### src/rtl/iob_sram2p_rd_stream_pkg.sv
// Shared types and constants for the 2-port SRAM read-stream engine.
package iob_sram2p_rd_stream_pkg;

   localparam int DEF_AW    = 12;
   localparam int DEF_DW    = 256;
   localparam int BUF_DEPTH = 2;

   typedef enum logic [1:0] {
      ST_IDLE  = 2'd0,
      ST_RUN   = 2'd1,
      ST_DRAIN = 2'd2,
      ST_FIN   = 2'd3
   } state_e;

endpackage

### src/rtl/iob_sram2p_rd_stream_if.sv
// Command, SRAM read port and output stream of the read-stream engine.
interface iob_sram2p_rd_stream_if
   import iob_sram2p_rd_stream_pkg::*;
#(
   parameter int AW = DEF_AW,
   parameter int DW = DEF_DW,
   parameter int LW = AW + 1
);
   logic          cmd_valid;
   logic          cmd_ready;
   logic [AW-1:0] cmd_addr;
   logic [LW-1:0] cmd_len;
   logic          enb;
   logic [AW-1:0] addrb;
   logic [DW-1:0] doutb;
   logic          m_valid;
   logic          m_ready;
   logic [DW-1:0] m_data;
   logic          m_last;
   logic          busy;
   logic          done;

   modport master (
      input  cmd_valid, cmd_addr, cmd_len, doutb, m_ready,
      output cmd_ready, enb, addrb, m_valid, m_data, m_last, busy, done
   );

   modport slave (
      output cmd_valid, cmd_addr, cmd_len, doutb, m_ready,
      input  cmd_ready, enb, addrb, m_valid, m_data, m_last, busy, done
   );
endinterface

### src/rtl/iob_fifo2.sv
// Two-entry synchronous FIFO; the head word stays stable until it is popped.
module iob_fifo2
   import iob_sram2p_rd_stream_pkg::*;
#(
   parameter int DW = DEF_DW
) (
   input  logic          clk,
   input  logic          rst,
   input  logic          push_i,
   input  logic [DW-1:0] din_i,
   input  logic          pop_i,
   output logic [DW-1:0] dout_o,
   output logic          full_o,
   output logic          empty_o,
   output logic [1:0]    count_o
);
   logic [DW-1:0] mem_q [BUF_DEPTH];
   logic          wr_ptr_q;
   logic          rd_ptr_q;
   logic [1:0]    count_q;

   always_ff @(posedge clk) begin
      if (rst) begin
         for (int i = 0; i < BUF_DEPTH; i++) mem_q[i] <= '0;
         wr_ptr_q <= 1'b0;
         rd_ptr_q <= 1'b0;
         count_q  <= '0;
      end else begin
         if (push_i) begin
            mem_q[wr_ptr_q] <= din_i;
            wr_ptr_q        <= ~wr_ptr_q;
         end
         if (pop_i) rd_ptr_q <= ~rd_ptr_q;
         count_q <= count_q + 2'(push_i) - 2'(pop_i);
      end
   end

   always_ff @(posedge clk) begin
      if (!rst) assert (!(pop_i && empty_o));
   end

   assign dout_o  = mem_q[rd_ptr_q];
   assign full_o  = (count_q == 2'(BUF_DEPTH));
   assign empty_o = (count_q == 2'd0);
   assign count_o = count_q;
endmodule

### src/rtl/iob_sram2p_rd_stream.sv
// Streams {addr,len} reads out of a 2-port SRAM onto a valid/ready bus with last.
module iob_sram2p_rd_stream
   import iob_sram2p_rd_stream_pkg::*;
#(
   parameter int AW = DEF_AW,
   parameter int DW = DEF_DW,
   parameter int LW = AW + 1
) (
   input  logic                    clk,
   input  logic                    rst,
   iob_sram2p_rd_stream_if.master  bus
);
   state_e        state_q, state_d;
   logic [AW-1:0] addr_q, addr_d;
   logic [LW-1:0] rem_q, rem_d;
   logic [LW-1:0] out_rem_q, out_rem_d;
   logic          inflight_q;

   logic          pop;
   logic          issue;
   logic [2:0]    occupancy;
   logic          fifo_push, fifo_pop, fifo_full, fifo_empty;
   logic [1:0]    fifo_count;
   logic [DW-1:0] fifo_dout;

   // A word returning from the SRAM goes straight out when the buffer is empty
   // and the consumer takes it; otherwise it is parked in the buffer.
   assign pop        = bus.m_valid && bus.m_ready;
   assign fifo_pop   = pop && !fifo_empty;
   assign fifo_push  = inflight_q && !(fifo_empty && pop);
   assign occupancy  = 3'(fifo_count) + 3'(inflight_q) - 3'(pop);
   assign issue      = (state_q == ST_RUN) && (rem_q != '0) && (occupancy < 3'(BUF_DEPTH));

   assign bus.enb       = issue;
   assign bus.addrb     = addr_q;
   assign bus.m_valid   = inflight_q || !fifo_empty;
   assign bus.m_data    = !bus.m_valid ? '0 : (fifo_empty ? bus.doutb : fifo_dout);
   assign bus.m_last    = bus.m_valid && (out_rem_q == LW'(1));
   assign bus.cmd_ready = (state_q == ST_IDLE);
   assign bus.busy      = (state_q != ST_IDLE);
   assign bus.done      = (state_q == ST_FIN);

   iob_fifo2 #(.DW(DW)) u_fifo (
      .clk     (clk),
      .rst     (rst),
      .push_i  (fifo_push),
      .din_i   (bus.doutb),
      .pop_i   (fifo_pop),
      .dout_o  (fifo_dout),
      .full_o  (fifo_full),
      .empty_o (fifo_empty),
      .count_o (fifo_count)
   );

   always_comb begin
      state_d   = state_q;
      addr_d    = addr_q;
      rem_d     = rem_q;
      out_rem_d = pop ? out_rem_q - LW'(1) : out_rem_q;
      unique case (state_q)
         ST_IDLE: begin
            if (bus.cmd_valid) begin
               addr_d    = bus.cmd_addr;
               rem_d     = bus.cmd_len;
               out_rem_d = bus.cmd_len;
               state_d   = (bus.cmd_len == '0) ? ST_FIN : ST_RUN;
            end
         end
         ST_RUN: begin
            if (issue) begin
               addr_d = addr_q + AW'(1);
               rem_d  = rem_q - LW'(1);
               if (rem_q == LW'(1)) state_d = ST_DRAIN;
            end
         end
         // Every issued word is accounted for once the final beat is taken.
         ST_DRAIN: if (out_rem_d == '0) state_d = ST_FIN;
         ST_FIN:   state_d = ST_IDLE;
         default:  state_d = ST_IDLE;
      endcase
   end

   always_ff @(posedge clk) begin
      if (rst) begin
         state_q    <= ST_IDLE;
         addr_q     <= '0;
         rem_q      <= '0;
         out_rem_q  <= '0;
         inflight_q <= 1'b0;
      end else begin
         state_q    <= state_d;
         addr_q     <= addr_d;
         rem_q      <= rem_d;
         out_rem_q  <= out_rem_d;
         inflight_q <= issue;
      end
   end

   always_ff @(posedge clk) begin
      if (!rst) assert (!(fifo_push && fifo_full && !fifo_pop));
   end
endmodule

### src/flat_wrapper.sv
// flat-port wrapper written by rule: the top's interface ports become plain ports
module iob_sram2p_rd_stream_flat import iob_sram2p_rd_stream_pkg::*;
#(
   parameter int AW = DEF_AW,
   parameter int DW = DEF_DW,
   parameter int LW = AW + 1
)
  (clk, rst, bus_cmd_valid, bus_cmd_addr, bus_cmd_len, bus_doutb, bus_m_ready, bus_cmd_ready, bus_enb, bus_addrb, bus_m_valid, bus_m_data, bus_m_last, bus_busy, bus_done);
  iob_sram2p_rd_stream_if #(.AW(AW), .DW(DW), .LW(LW)) bus_i ();
  input  logic clk;
  input  logic rst;
  input wire logic [$bits(bus_i.cmd_valid)-1:0] bus_cmd_valid;
  input wire logic [$bits(bus_i.cmd_addr)-1:0] bus_cmd_addr;
  input wire logic [$bits(bus_i.cmd_len)-1:0] bus_cmd_len;
  input wire logic [$bits(bus_i.doutb)-1:0] bus_doutb;
  input wire logic [$bits(bus_i.m_ready)-1:0] bus_m_ready;
  output wire logic [$bits(bus_i.cmd_ready)-1:0] bus_cmd_ready;
  output wire logic [$bits(bus_i.enb)-1:0] bus_enb;
  output wire logic [$bits(bus_i.addrb)-1:0] bus_addrb;
  output wire logic [$bits(bus_i.m_valid)-1:0] bus_m_valid;
  output wire logic [$bits(bus_i.m_data)-1:0] bus_m_data;
  output wire logic [$bits(bus_i.m_last)-1:0] bus_m_last;
  output wire logic [$bits(bus_i.busy)-1:0] bus_busy;
  output wire logic [$bits(bus_i.done)-1:0] bus_done;
  assign bus_i.cmd_valid = bus_cmd_valid;
  assign bus_i.cmd_addr = bus_cmd_addr;
  assign bus_i.cmd_len = bus_cmd_len;
  assign bus_i.doutb = bus_doutb;
  assign bus_i.m_ready = bus_m_ready;
  assign bus_cmd_ready = bus_i.cmd_ready;
  assign bus_enb = bus_i.enb;
  assign bus_addrb = bus_i.addrb;
  assign bus_m_valid = bus_i.m_valid;
  assign bus_m_data = bus_i.m_data;
  assign bus_m_last = bus_i.m_last;
  assign bus_busy = bus_i.busy;
  assign bus_done = bus_i.done;
  iob_sram2p_rd_stream #(.AW(AW), .DW(DW), .LW(LW)) u_core (.clk(clk), .rst(rst), .bus(bus_i));
endmodule
### config.mk
export PLATFORM = sky130hd
export DESIGN_NAME = iob_sram2p_rd_stream_flat
export DESIGN_NICKNAME = d
export VERILOG_FILES = /design/src/rtl/iob_sram2p_rd_stream_pkg.sv /design/src/rtl/iob_sram2p_rd_stream_if.sv /design/src/rtl/iob_fifo2.sv /design/src/rtl/iob_sram2p_rd_stream.sv /design/src/flat_wrapper.sv
export SDC_FILE = /design/constraint.sdc
export NUM_CORES = 1
export LEC_CHECK = 0
export BUFFER_PORTS_ARGS = -buffer_cell sky130_fd_sc_hd__clkbuf_2
export CORE_MARGIN = 1.5
export CORE_UTILIZATION = 45
export CTS_CLUSTER_SIZE = 30
export DETAILED_ROUTE_END_ITERATION = 16
export PLACE_DENSITY = 0.76
export SYNTH_ARGS = -nofsm -noshare
export SYNTH_HDL_FRONTEND = slang
export SYNTH_SLANG_ARGS = --single-unit
### constraint.sdc
create_clock -name clk -period 39.2 [get_ports clk]
set_input_delay 5.88 -clock clk [delete_from_list [all_inputs] [get_ports clk]]
set_output_delay 5.88 -clock clk [all_outputs]
set_load 0.005 [all_outputs]
# --- After elaboration in Yosys (flattened, before gate mapping) ---
# Memory sizes are Yosys's and may differ from the RTL's. A register that Yosys moved wholly into a read port is not among the register bits.
# Index checks and enable logic that the tools add are counted.
totals:
  register_bits: 45
  latch_bits: 0
  ram_bits: 512
  rom_bits: 0
  input_bits: 285
  output_inout_bits: 274
  word_cells: 75
  n_memories: 1
classes:
  addsub: 7
  multipliers: 0
  n_div: 0
  n_lt_le_gt_ge: 1
  n_eq_ne: 9
  shifts: 0
  mux: 27
  bitwise_logic: 2
  reduce_logical: 20
memory_table:
  columns: ["name", "depth", "word_bits", "read_ports", "rd_clocked_by_memory_dff", "wr", "line_no", "text"]
  rows:
  - ["u_core.u_fifo.mem_q", 2, 256, 1, 1, 2, "iob_fifo2.sv:17", "logic [DW-1:0] mem_q [BUF_DEPTH];"]
op_table:
  columns: ["op", "count"]
  rows:
  - ["$mux W256", 3]
  - ["$reduce_or A256 Y1", 1]
  - ["$mux W13", 5]
  - ["$eq A13 B1 Y1 const B", 2]
  - ["$logic_not A13 Y1", 2]
  - ["$pmux W13 S2", 1]
  - ["$sub A13 B1 Y13 const B", 2]
  - ["$mux W12", 2]
  - ["$pmux W12 S2", 1]
  - ["$reduce_bool A13 Y1", 1]
  - ["$add A12 B1 Y12 const B", 1]
  - ["$mux W2", 5]
  - ["$mux W1", 9]
  - ["$pmux W2 S4", 1]
  - ["$logic_and A1 B1 Y1", 7]
  - ["$ne A2 B2 Y1 const B", 3]
  - ["$eq A2 B2 Y1 const B", 2]
  - ["$logic_not A2 Y1", 2]
  - ["$reduce_and A4 Y1", 1]
  - ["$reduce_bool A2 Y1", 2]
  - ["$add A2 B1 Y3", 1]
  - ["$lt A3 B2 Y1 const B", 1]
  - ["$reduce_and A3 Y1", 1]
  - ["$sub A3 B1 Y3", 1]
  - ["7 further kinds", 9]

# --- Longest topological paths before layout ---
logic_depth:
  word_depth: 12
  depth_mapped: 15
  depth_no_buf: 10

# --- Cells and area by module ---
# Synthesis repeated with hierarchy kept, for this count alone.
unflattened:
  hier_cells: 2875
  area_unflattened_um2: 29094.2
modules_own_cells:
  columns: ["module", "instances", "cells_per_inst", "area_each_um2", "seq_area_each_um2"]
  rows:
  - ["iob_fifo2", 1, 1673, 22869.4, 15474.8]
  - ["iob_sram2p_rd_stream", 1, 1202, 6224.7, 820.8]

# --- Worst setup path before layout ---
# OpenSTA, ideal clock, no wires.
synth_timing:
  path_type: "input port to flip-flop"
  startpoint: "input bus_m_ready"
  endpoint: "memory u_core.u_fifo.mem_q[0][0] (netlist name) (enable)"
  setup_time_ps: 927
  arrival_ps: 17813
  required_time_ps: 38273
  setup_slack_ps: 20460
  stages: 3
  n_path_buf: 0
  path_cell_list: "nand2_1 nand2_1 o21bai_1"
synth_lines:
  columns: ["item", "line_no", "text"]
  rows:
  - ["start, declared", "flat_wrapper.sv:16", "input wire logic [$bits(bus_i.m_ready)-1:0] bus_m_ready;"]
  - ["end, declared", "iob_fifo2.sv:17", null]

# --- Worst setup path after layout ---
layout_timing:
  startpoint: "input bus_m_ready"
  endpoint: "output bus_enb"
layout_between:
  elab_chain_cells: 4
layout_rtl:
  columns: ["item", "line_no", "text"]
  rows:
  - ["$logic_and A1 B1 Y1", "iob_sram2p_rd_stream.sv:28", "assign pop = bus.m_valid && bus.m_ready;"]
  - ["$sub A3 B1 Y3", "iob_sram2p_rd_stream.sv:31", "assign occupancy = 3'(fifo_count) + 3'(inflight_q) - 3'(pop);"]
  - ["$lt A3 B2 Y1", "iob_sram2p_rd_stream.sv:32", "assign issue = (state_q == ST_RUN) && (rem_q != '0) && (occupancy < 3'(BUF_DEPTH));"]
  - ["$logic_and A1 B1 Y1", "iob_sram2p_rd_stream.sv:32", null]
  - ["end, declared", "flat_wrapper.sv:18", "output wire logic [$bits(bus_i.enb)-1:0] bus_enb;"]
# No other way between the ends.

==> results.rst <==
.. list-table::
   :header-rows: 1

   * - Metric
     - Value
   * - Residual DRC count
     - 0
   * - Mean routed wirelength per cell
     - 19.26 um
   * - Fraction of post-synthesis cell area in the top cell type by area
     - 56.05%
   * - Remaining max-slew budget at the tightest pin
     - -1.974%
   * - Clock transition at the registers of the reported paths
     - 0.06 ns
   * - Max Cap Viol
     - 0
   * - Detailed Route Iter0 Violations
     - 1650
   * - Setup skew after layout
     - 0.01776 ns
   * - Leading register cell type out of synthesis
     - sky130_fd_sc_hd__edfxtp_1
   * - Slew @ Worst Pin
     - 1.530 ns
   * - DIE AREA
     - 62450 um^2
   * - Hold/Removal Path Class
     - register to register
   * - Number of flops mapped to enable cells by yosys
     - 512
   * - Maximum number of pins on one net before global-route repair
     - 257
   * - Layout cells sized above 1
     - 24.08%
   * - Area growth from synthesis to final layout
     - 18.09%
   * - Relative contribution of combinational cells to total power
     - 34.3%
   * - Unrepaired setup endpoints after global routing
     - false
   * - Vias per cell
     - 5.461
   * - Post-route clock period utilization
     - 35.58%
   * - Share of flip-flops with an asynchronous set or reset
     - 0%
   * - Post-synth top cells
     - 523 x sky130_fd_sc_hd__and2_1, 512 x sky130_fd_sc_hd__edfxtp_1, 282 x sky130_fd_sc_hd__o21ai_0
   * - Startpoint Class
     - primary input
   * - Area of the mapped netlist
     - 27430 um^2
   * - Minimum setup slack among reg-to-reg paths
     - 33.78 ns
   * - Wire length reported by the detailed router
     - 69810 um
   * - Biggest area consumer among synthesized cells
     - sky130_fd_sc_hd__edfxtp_1
   * - Setup slack after placement
     - 25.27 ns
   * - Number of register bits inferred by synthesis
     - 558
   * - Mean instance size in the synthesized netlist
     - 11.69 um^2
   * - Antenna violations before repair
     - 5
   * - Register area
     - 16300 um^2
   * - DP Area
     - 30650 um^2
   * - Clock buffer depth
     - 3
   * - Maximum clock frequency
     - 71.70 MHz
   * - GRT Util Overall
     - 21.59%
   * - TritonCTS buffer count
     - 58
   * - Minimum period implied by the final worst setup slack
     - 13.95 ns
   * - Standby leakage power
     - 0.01235 uW
   * - Startpoint of the most critical register-to-register path
     - u_core.inflight_q$_SDFF_PP0_
   * - Number of fill cells in the layout
     - 5089
   * - Number of instances in the synthesized netlist
     - 2347
   * - Cell count of the worst reg-to-reg path
     - 6
   * - Hpwl dp
     - 43090 um
   * - Unique cell type count in the Yosys netlist
     - 62
   * - IO Count
     - 559
   * - First-pass GRT wire length
     - 108100 um
   * - Yosys warning total
     - 0
   * - Nets in the synthesized netlist
     - 2645
   * - Worst vdd rail ir drop
     - 0.00004064 V
   * - Number of I/O port buffers
     - 558
   * - Clock latency on the worst-skew pair
     - 0.62 ns
   * - Number of detailed-route iterations in the first pass
     - 6
   * - Number of gates resized after CTS
     - 0
   * - # rows
     - 90
   * - Initial core utilization
     - 45.53%
   * - Count of nets left with antenna violations after detail routing
     - 0
   * - Number of setup buffers added after CTS
     - 0
   * - Total gr overflow
     - 0
   * - Main area contributors after synthesis
     - sky130_fd_sc_hd__edfxtp_1 56%, sky130_fd_sc_hd__and2_1 12%, sky130_fd_sc_hd__mux2i_1 9.5%, sky130_fd_sc_hd__o21ai_0 5.1%, sky130_fd_sc_hd__nand3_1 4.8%
   * - Clock Sinks
     - 558
   * - Root buffer selected by CTS
     - sky130_fd_sc_hd__clkbuf_16
   * - Chip height
     - 249.9 um
   * - Multi-input combinational cell area
     - 10310 um^2
   * - Worst setup EP type
     - primary output
   * - Slew Limit Fails
     - 41
   * - Status
     - finished, violations left
   * - Finish-stage setup viols
     - 0
   * - Via count of the first global-routing pass
     - 19770
   * - DR vias
     - 19800
   * - Sequential share of power
     - 39.5%
   * - Violated checks
     - max-slew violations
   * - # H-tree levels
     - 2
   * - TNS Setup
     - 0 ns
   * - Pwr/cell area
     - 60.57 nW/um^2
   * - Worst Hold Margin
     - 0.5009 ns
   * - Switching share of total power
     - 35.98%
   * - Hold Buf Count CTS
     - 0
   * - Routability congestion estimate
     - 0.8942
   * - Int Power
     - 1256 uW
   * - Type of the worst setup path
     - primary input to primary output
   * - Sequential share of the synthesized area
     - 59.41%
   * - Worst EP required
     - 33.32 ns
   * - Fraction of power consumed by the clock network
     - 26.2%
   * - Total core area
     - 60250 um^2
   * - Reg-to-Reg End
     - u_core.u_fifo.mem_q[1][173]$_SDFFCE_PN0P_
   * - Number of nets in the finished design
     - 3093
   * - Endpoint of the worst hold path
     - u_core.rem_q[1]$_SDFFE_PP0P_
   * - Die width
     - 249.9 um
   * - Launch point of the worst hold path
     - u_core.rem_q[1]$_SDFFE_PP0P_
   * - Cell area after layout
     - 32390 um^2
   * - Endpoints failing hold
     - 0
   * - CTS tree
     - done
   * - Count leader, synth
     - sky130_fd_sc_hd__and2_1
   * - Critical path data arrival time
     - 8.07 ns
   * - Hold Path Depth
     - 2
   * - Final setup slack of the worst path
     - 25.25 ns
   * - Switch Pwr
     - 706.1 uW
   * - Critical path fanouts, max
     - 10
state kept, by name, summed over array words and instances, names as in the netlist, named ones only:
name                    flops
u_core.bus.addrb           12
u_core.u_fifo.rd_ptr_q      1
u_core.u_fifo.count_o       2
u_core.inflight_q           1
u_core.state_q              2
u_core.out_rem_q           13
u_core.u_fifo.wr_ptr_q      1
u_core.u_fifo.mem_q       512
u_core.rem_q               13
placed cells by master (no fill, tap or decap), drive strengths merged, types with 12 or more instances in the layout:
cell | synthesis | final
clkbuf | 145 | 638
and2 | 523 | 523
edfxtp | 512 | 512
o21ai | 283 | 283
nand3 | 266 | 266
mux2i | 259 | 259
dfxtp | 46 | 46
nand2 | 41 | 41
nor2 | 34 | 34
a21oi | 25 | 25
buf | 48 | 23
inv | 18 | 21
clkinv | 0 | 18
nor2b | 13 | 13
ha | 12 | 12
layout make-up:
cell class | count | share of cell area (%)
Inverter | 18 | 0.2086
Clock buffer | 80 | 4.832
Clock inverter | 26 | 0.5253
Multi-Input combinational cell | 1578 | 31.84
Tap cell | 782 | 3.021
Sequential cell | 558 | 50.33
Timing Repair Buffer | 581 | 9.232
Antenna cell | 2 | 0.01545
worst max-delay path by stage:
stage | slack, ns | startpoint | depth (start not counted) | endpoint
floorplan | 20.46 | bus_m_ready | 3 | u_core.u_fifo.mem_q[0][0]$_SDFFCE_PN0P_
global placement | 25.29 | bus_m_ready | 9 | bus_enb
detailed placement | 25.27 | bus_m_ready | 9 | bus_enb
CTS | 25.26 | bus_m_ready | 9 | bus_enb
global route | 25.10 | bus_m_ready | 9 | bus_enb
finish | 25.25 | bus_m_ready | 9 | bus_enb
through the flow:
step | instances | total power [uW] | util [%]
finish | 3625 | 1962 | 53.77
global route | 3625 | 2061 | 53.77
CTS | 3623 | 1972 | 53.76
detailed placement | 3517 | 1457 | 50.88
global placement | 3517 | 1439 | 50.88
floorplan | 2347 | 1220 | -
worst max-delay path, cell delays in order:
cell,delay [ns]
sky130_fd_sc_hd__clkbuf_2,0.15
sky130_fd_sc_hd__o31a_1,0.46
sky130_fd_sc_hd__ha_1,0.32
sky130_fd_sc_hd__nand2b_1,0.17
sky130_fd_sc_hd__fa_1,0.43
sky130_fd_sc_hd__xnor2_1,0.17
sky130_fd_sc_hd__nand3_1,0.16
sky130_fd_sc_hd__nor2_1,0.19
sky130_fd_sc_hd__clkbuf_2,0.14
layer usage:
| metal | wire length [um] | share of wire, % | track usage, % | vias up |
|---|---|---|---|---|
| met5 | 48 | 0.069 | 0 | - |
| met4 | 2119 | 3.0 | 7.474 | 6 |
| met3 | 5121 | 7.3 | 4.933 | 134 |
| met2 | 34190 | 49 | 35.97 | 730 |
| met1 | 28330 | 41 | 27.64 | 9579 |
| li1 | - | - | - | 9348 |
cells by family (layout without fill, tap and decap cells):
family / Yosys count / after routing / share of synthesized area (%)
and+or+nand+nor: 932 / 932 / 19.63
DFF: 558 / 558 / 59.41
AOI/OAI and AO/OA: 351 / 351 / 6.984
muxes: 265 / 265 / 9.698
buffers and inverters: 211 / 705 / 3.115
xor gates and xnor gates: 17 / 17 / 0.5428
adders and majority gates: 13 / 13 / 0.6203
other: 0 / 2 / 0
power by group through the flow:
stage / Sequential [uW] / Clock [uW] / Combinational (uW)
after global routing: 782 / 543 / 736
after CTS: 774 / 523 / 675
after detailed placement: 786 / 0 / 671
final: 774 / 515 / 673
after global placement: 780 / 0 / 659
after floorplan: 779 / 0 / 441
Power figures use the tool's default switching activity.
